### config.mk
export PLATFORM = sky130hd
export DESIGN_NAME = key_sweep_ctrl_flat
export DESIGN_NICKNAME = d
export VERILOG_FILES = /design/src/rtl/key_sweep_if.sv /design/src/rtl/key_sweep_ctrl.sv /design/src/flat_wrapper.sv
export SDC_FILE = /design/constraint.sdc
export NUM_CORES = 1
export LEC_CHECK = 0
export BUFFER_PORTS_ARGS = -buffer_cell sky130_fd_sc_hd__buf_2
export CAP_MARGIN = 10
export CORE_MARGIN = 1
export CORE_UTILIZATION = 40
export DETAILED_ROUTE_END_ITERATION = 10
export PLACE_DENSITY = 0.72
export SKIP_CTS_REPAIR_TIMING = 1
export SLEW_MARGIN = 20
export SYNTH_ARGS = -nofsm -noshare
export SYNTH_HDL_FRONTEND = slang
export SYNTH_SLANG_ARGS = --single-unit
### constraint.sdc
create_clock -name C -period 3.7 [get_ports C]
set_input_delay 0.185 -clock C [delete_from_list [all_inputs] [get_ports C]]
set_output_delay 0.185 -clock C [all_outputs]
set_load 0.02 [all_outputs]
### src/rtl/key_sweep_if.sv
// Handshake/bus bundle between a key-sweep controller and its compare harness.
// master: harness side (drives start/abort/eq_in); slave: controller side.
interface key_sweep_if #(
    parameter int KEY_W = 5,
    parameter int IN_W  = 5,
    parameter int OUT_W = 2
);
    logic             start;
    logic             abort;
    logic [OUT_W-1:0] eq_in;
    logic [KEY_W-1:0] key_out;
    logic [IN_W-1:0]  pat_out;
    logic             busy;
    logic             done;
    logic             found;
    logic [KEY_W-1:0] key_found;

    modport master (
        output start, abort, eq_in,
        input  key_out, pat_out, busy, done, found, key_found
    );

    modport slave (
        input  start, abort, eq_in,
        output key_out, pat_out, busy, done, found, key_found
    );
endinterface

### src/rtl/key_sweep_ctrl.sv
// Brute-force key sweep: applies every pattern for each key until a key makes
// all outputs match. Ports: C clock, R async active-low reset, bus (slave).
module key_sweep_ctrl #(
    parameter int KEY_W = 5,
    parameter int IN_W  = 5,
    parameter int OUT_W = 2
) (
    input  logic       C,
    input  logic       R,
    key_sweep_if.slave bus
);
    typedef enum logic [1:0] {IDLE, APPLY, CHECK, DONE} state_e;

    localparam logic [KEY_W-1:0] KEY_MAX = '1;
    localparam logic [IN_W-1:0]  PAT_MAX = '1;

    state_e           state_q, state_d;
    logic [KEY_W-1:0] key_q, key_d;
    logic [IN_W-1:0]  pat_q, pat_d;
    logic             found_q, found_d;
    logic [KEY_W-1:0] kf_q, kf_d;
    logic             all_eq;

    assign all_eq = &bus.eq_in;

    always_ff @(posedge C or negedge R) begin
        if (!R) begin
            state_q <= IDLE;
            key_q   <= '0;
            pat_q   <= '0;
            found_q <= 1'b0;
            kf_q    <= '0;
        end else begin
            state_q <= state_d;
            key_q   <= key_d;
            pat_q   <= pat_d;
            found_q <= found_d;
            kf_q    <= kf_d;
        end
    end

    always_comb begin
        state_d = state_q;
        key_d   = key_q;
        pat_d   = pat_q;
        found_d = found_q;
        kf_d    = kf_q;
        unique case (state_q)
            IDLE, DONE: begin
                // abort beats a coincident start
                if (bus.abort) begin
                    state_d = IDLE;
                    found_d = 1'b0;
                    kf_d    = '0;
                end else if (bus.start) begin
                    state_d = APPLY;
                    key_d   = '0;
                    pat_d   = '0;
                    found_d = 1'b0;
                    kf_d    = '0;
                end
            end
            APPLY: begin
                // one settle cycle for the combinational compare path
                if (bus.abort) begin
                    state_d = IDLE;
                    found_d = 1'b0;
                    kf_d    = '0;
                end else begin
                    state_d = CHECK;
                end
            end
            CHECK: begin
                if (bus.abort) begin
                    state_d = IDLE;
                    found_d = 1'b0;
                    kf_d    = '0;
                end else if (all_eq) begin
                    if (pat_q != PAT_MAX) begin
                        pat_d   = pat_q + 1'b1;
                        state_d = APPLY;
                    end else begin
                        found_d = 1'b1;
                        kf_d    = key_q;
                        state_d = DONE;
                    end
                end else if (key_q != KEY_MAX) begin
                    key_d   = key_q + 1'b1;
                    pat_d   = '0;
                    state_d = APPLY;
                end else begin
                    // last key failed: stop without wrapping
                    state_d = DONE;
                end
            end
            default: state_d = IDLE;
        endcase
    end

    assign bus.key_out   = key_q;
    assign bus.pat_out   = pat_q;
    assign bus.busy      = (state_q == APPLY) || (state_q == CHECK);
    assign bus.done      = (state_q == DONE);
    assign bus.found     = found_q;
    assign bus.key_found = kf_q;
endmodule

### src/flat_wrapper.sv
// flat-port wrapper written by rule: the top's interface ports become plain ports
module key_sweep_ctrl_flat 
#(
    parameter int KEY_W = 5,
    parameter int IN_W  = 5,
    parameter int OUT_W = 2
)
  (C, R, bus_start, bus_abort, bus_eq_in, bus_key_out, bus_pat_out, bus_busy, bus_done, bus_found, bus_key_found);
  key_sweep_if #(.KEY_W(KEY_W), .IN_W(IN_W), .OUT_W(OUT_W)) bus_i ();
  input  logic C;
  input  logic R;
  input wire logic [$bits(bus_i.start)-1:0] bus_start;
  input wire logic [$bits(bus_i.abort)-1:0] bus_abort;
  input wire logic [$bits(bus_i.eq_in)-1:0] bus_eq_in;
  output wire logic [$bits(bus_i.key_out)-1:0] bus_key_out;
  output wire logic [$bits(bus_i.pat_out)-1:0] bus_pat_out;
  output wire logic [$bits(bus_i.busy)-1:0] bus_busy;
  output wire logic [$bits(bus_i.done)-1:0] bus_done;
  output wire logic [$bits(bus_i.found)-1:0] bus_found;
  output wire logic [$bits(bus_i.key_found)-1:0] bus_key_found;
  assign bus_i.start = bus_start;
  assign bus_i.abort = bus_abort;
  assign bus_i.eq_in = bus_eq_in;
  assign bus_key_out = bus_i.key_out;
  assign bus_pat_out = bus_i.pat_out;
  assign bus_busy = bus_i.busy;
  assign bus_done = bus_i.done;
  assign bus_found = bus_i.found;
  assign bus_key_found = bus_i.key_found;
  key_sweep_ctrl #(.KEY_W(KEY_W), .IN_W(IN_W), .OUT_W(OUT_W)) u_core (.C(C), .R(R), .bus(bus_i));
endmodule
==> out/metrics.cfg <==
[setup_path]
cp_top_family = simple AND/OR/NAND/NOR gates
reg2reg_from = u_core.state_q[0]
cp.arrival_ns = 2.45
crit_chain = inv_1, ha_1, mux2i_1, or2_4, or4b_1, nand3_1
end_kind = flip-flop
crit_type = flip-flop to flip-flop
critPathSlowestCell = ha_1
worstPathBufferInverterCount = 1
worst-path-max-fanout = 23
startpoint = u_core.state_q[0]
crit_required_ns = 3.93
cp-start-kind = flip-flop
critPathMaxStageDelay_ns = 0.61

[global_routing]
grt_max_degree = 24
grt_overflow_total = 0
grt_antenna_before_repair = 0
grt_usage = 0.1626
grt_pass1_wl_um = 3284
grt_pass1_vias = 764

[clocking]
ctsHtreeMaxLevel = 1
clk_pin_slew_ns = 0.11
root_buffer = clkbuf_4
cts_tree = yes
cts_buffer_depth = 2
cts_inserted_buffers = 3
cts_sinks = 18
clk_latency_ns = 0.29

[synth]
synth_edf_count = 0
synth.area.top_cells = dfrtp_1 45%, ha_1 8.7%, nand2_1 6.7%
yosysTopAreaCellShare = 0.4494
synth_top_family_by_area = simple AND/OR/NAND/NOR gates
synth_top_area_cell = dfrtp_1
yosys_most_used_dff = dfrtp_1
synth_warnings = 0
syn-num-nets = 120
muxShareOfSynthArea = 0.02996
synth_area_per_cell_sq_um = 9.366
synth_fa_ha_area_frac = 0.08739
synth_xor_area_frac = 0
synthCells = 107
synthTopCellsByCount = 18 x dfrtp_1, 18 x nand2_1, 12 x nand3_1
yosysUniqueCellTypes = 29
async_flop_share = 1.000
ys_seq_area_frac = 0.4494
syn_area_sq_um = 1002
synth-compound-area-share = 0.1723
yosys.area_share.simple = 0.2197
synth_seq_cells = 18

[drt]
wire_per_inst_um = 12.67
first_iter_violations = 18
vias = 863
firstDrtPassIters = 4
drc = 0
drt_wl_total_um = 2014
post_drt_via_cell_ratio = 5.428
final_antenna_net_count = 0

[cells_and_area]
fill_cells = 227
syn_to_final_growth_pct = 18.10
drive_above_1_share = 0.2290
antenna_cells = 0
multi_input_area_sq_um = 510.5
nNetsFinal = 145
layout.area.seq_sq_um = 450.4

[placement]
place_hpwl_um = 1474
gp_congestion = 0.8292
place_ws_ns = 1.480
io_buffers = 23

[pwr]
p_per_area_nw_per_um2 = 507.2
max-vdd-ir-drop_uv = 265.8
leakagePower_nw = 0.6141
power_mw = 0.6003

[timing]
hold_viol = 0
setup_tns_ns = 0
fin_crit_sh = 0.6008
setup_violations = 0
min_period_ns = 2.223
rsz0062_at_grt = no
max_freq_ghz = 0.4499
fin_worst_skew_ns = 0.008208
slew_viol_final = 0
worst_pin_slew_ns = 0.6928
relSlewSlack = 0.5381
finalWorstSetupSlack_ns = 1.477

[worst_hold_path]
hold_path.class = primary input to flip-flop
hp-start = bus_abort

[floorplanning]
start_util = 0.4404
design.core.area_sq_um = 2276
dieArea_sq_um = 2710
chipWidth_um = 52.06
fp-row-count = 17
dieHeight_um = 52.06
pin_count = 24

[outcome]
run_status = finished, final reports clean

[flow_run]
drv_cap = 0

==> sequential cells by signal, summed over array words and instances (netlist names) <==
register / count
u_core.bus.found: 1
u_core.bus.key_found: 5
u_core.bus.key_out: 5
u_core.bus.pat_out: 5
u_core.state_q: 2
==> area by class of cell <==
| type | instances | area share |
|---|---|---|
| repair buffers | 24 | 0.1057 |
| well taps | 28 | 0.02960 |
| clock buffers | 4 | 0.03066 |
| inverters | 7 | 0.02220 |
| multi-input cells | 78 | 0.4313 |
| flip-flops and latches | 18 | 0.3805 |
==> cells by family after synthesis <==
kind of cell	after synthesis
AO/OA/AOI/OAI	25
multiplexers	3
adder cells (fa/ha/maj)	7
AND/OR/NAND/NOR	43
flip-flops	18
buffers and inverters	11
==> power by group <==
part	total (mW)	internal (mW)	switching (mW)	leakage [nW]
clock network	0.120	0.0598	0.0604	0.0210
registers	0.238	0.216	0.0226	0.249
logic	0.242	0.0865	0.155	0.344
total	0.600	0.362	0.238	0.614
==> path summary, 6_finish.rpt <==
kind	end	depth (start not counted)	slack, ns
worst max-delay path	u_core.bus.key_out[3]	6	1.48
worst min-delay path	u_core.bus.key_found[1]	2	0.16
worst max register to register	u_core.bus.key_out[3]	6	1.48
worst min register to register	u_core.bus.key_found[1]	2	0.52
max in group asynchronous	u_core.bus.pat_out[3]	2	3.07
min in group asynchronous	u_core.bus.key_found[0]	2	0.34
==> routing by layer <==
metal  share of wire  global-route usage
met4               0             0.04054
met5               0                   0
met2            0.48              0.2735
met1            0.47              0.2127
met3           0.051             0.02924
==> cells in the final DEF (no fill, tap or decap), types with 2 or more instances in the layout <==
cell type  count
o21ai_0        4
and3_1         3
o221ai_1       3
inv_1          7
nand3_1       12
buf_2         23
a211oi_1       3
dfrtp_1       18
ha_1           7
a21oi_1        6
a21o_1         2
mux2i_1        3
clkbuf_4       3
nand2_1       18
a22o_1         2
==> worst reg2reg max path: cells and delay by family (launching register included) <==
kind / cells / cell delay [ns]
DFF: 1 / 0.41
muxes: 1 / 0.15
buffers and inverters: 1 / 0.08
and+or+nand+nor: 3 / 0.92
adders and majority gates: 1 / 0.61
==> per-stage QoR <==
| step | cell area, sq um | utilization | hold slack [ns] | std cells |
|---|---|---|---|---|
| detailed placement | 1137 | 0.4997 | 0.1401 | 154 |
| global route | 1184 | 0.5201 | 0.1727 | 159 |
| finish | 1184 | 0.5201 | 0.1613 | 159 |
| CTS | 1174 | 0.5157 | -0.1827 | 158 |
| floorplan | 1002 | - | -0.1106 | 107 |
| global placement | 1137 | 0.4997 | 0.1388 | 154 |
(Power assumes the default switching activity.)
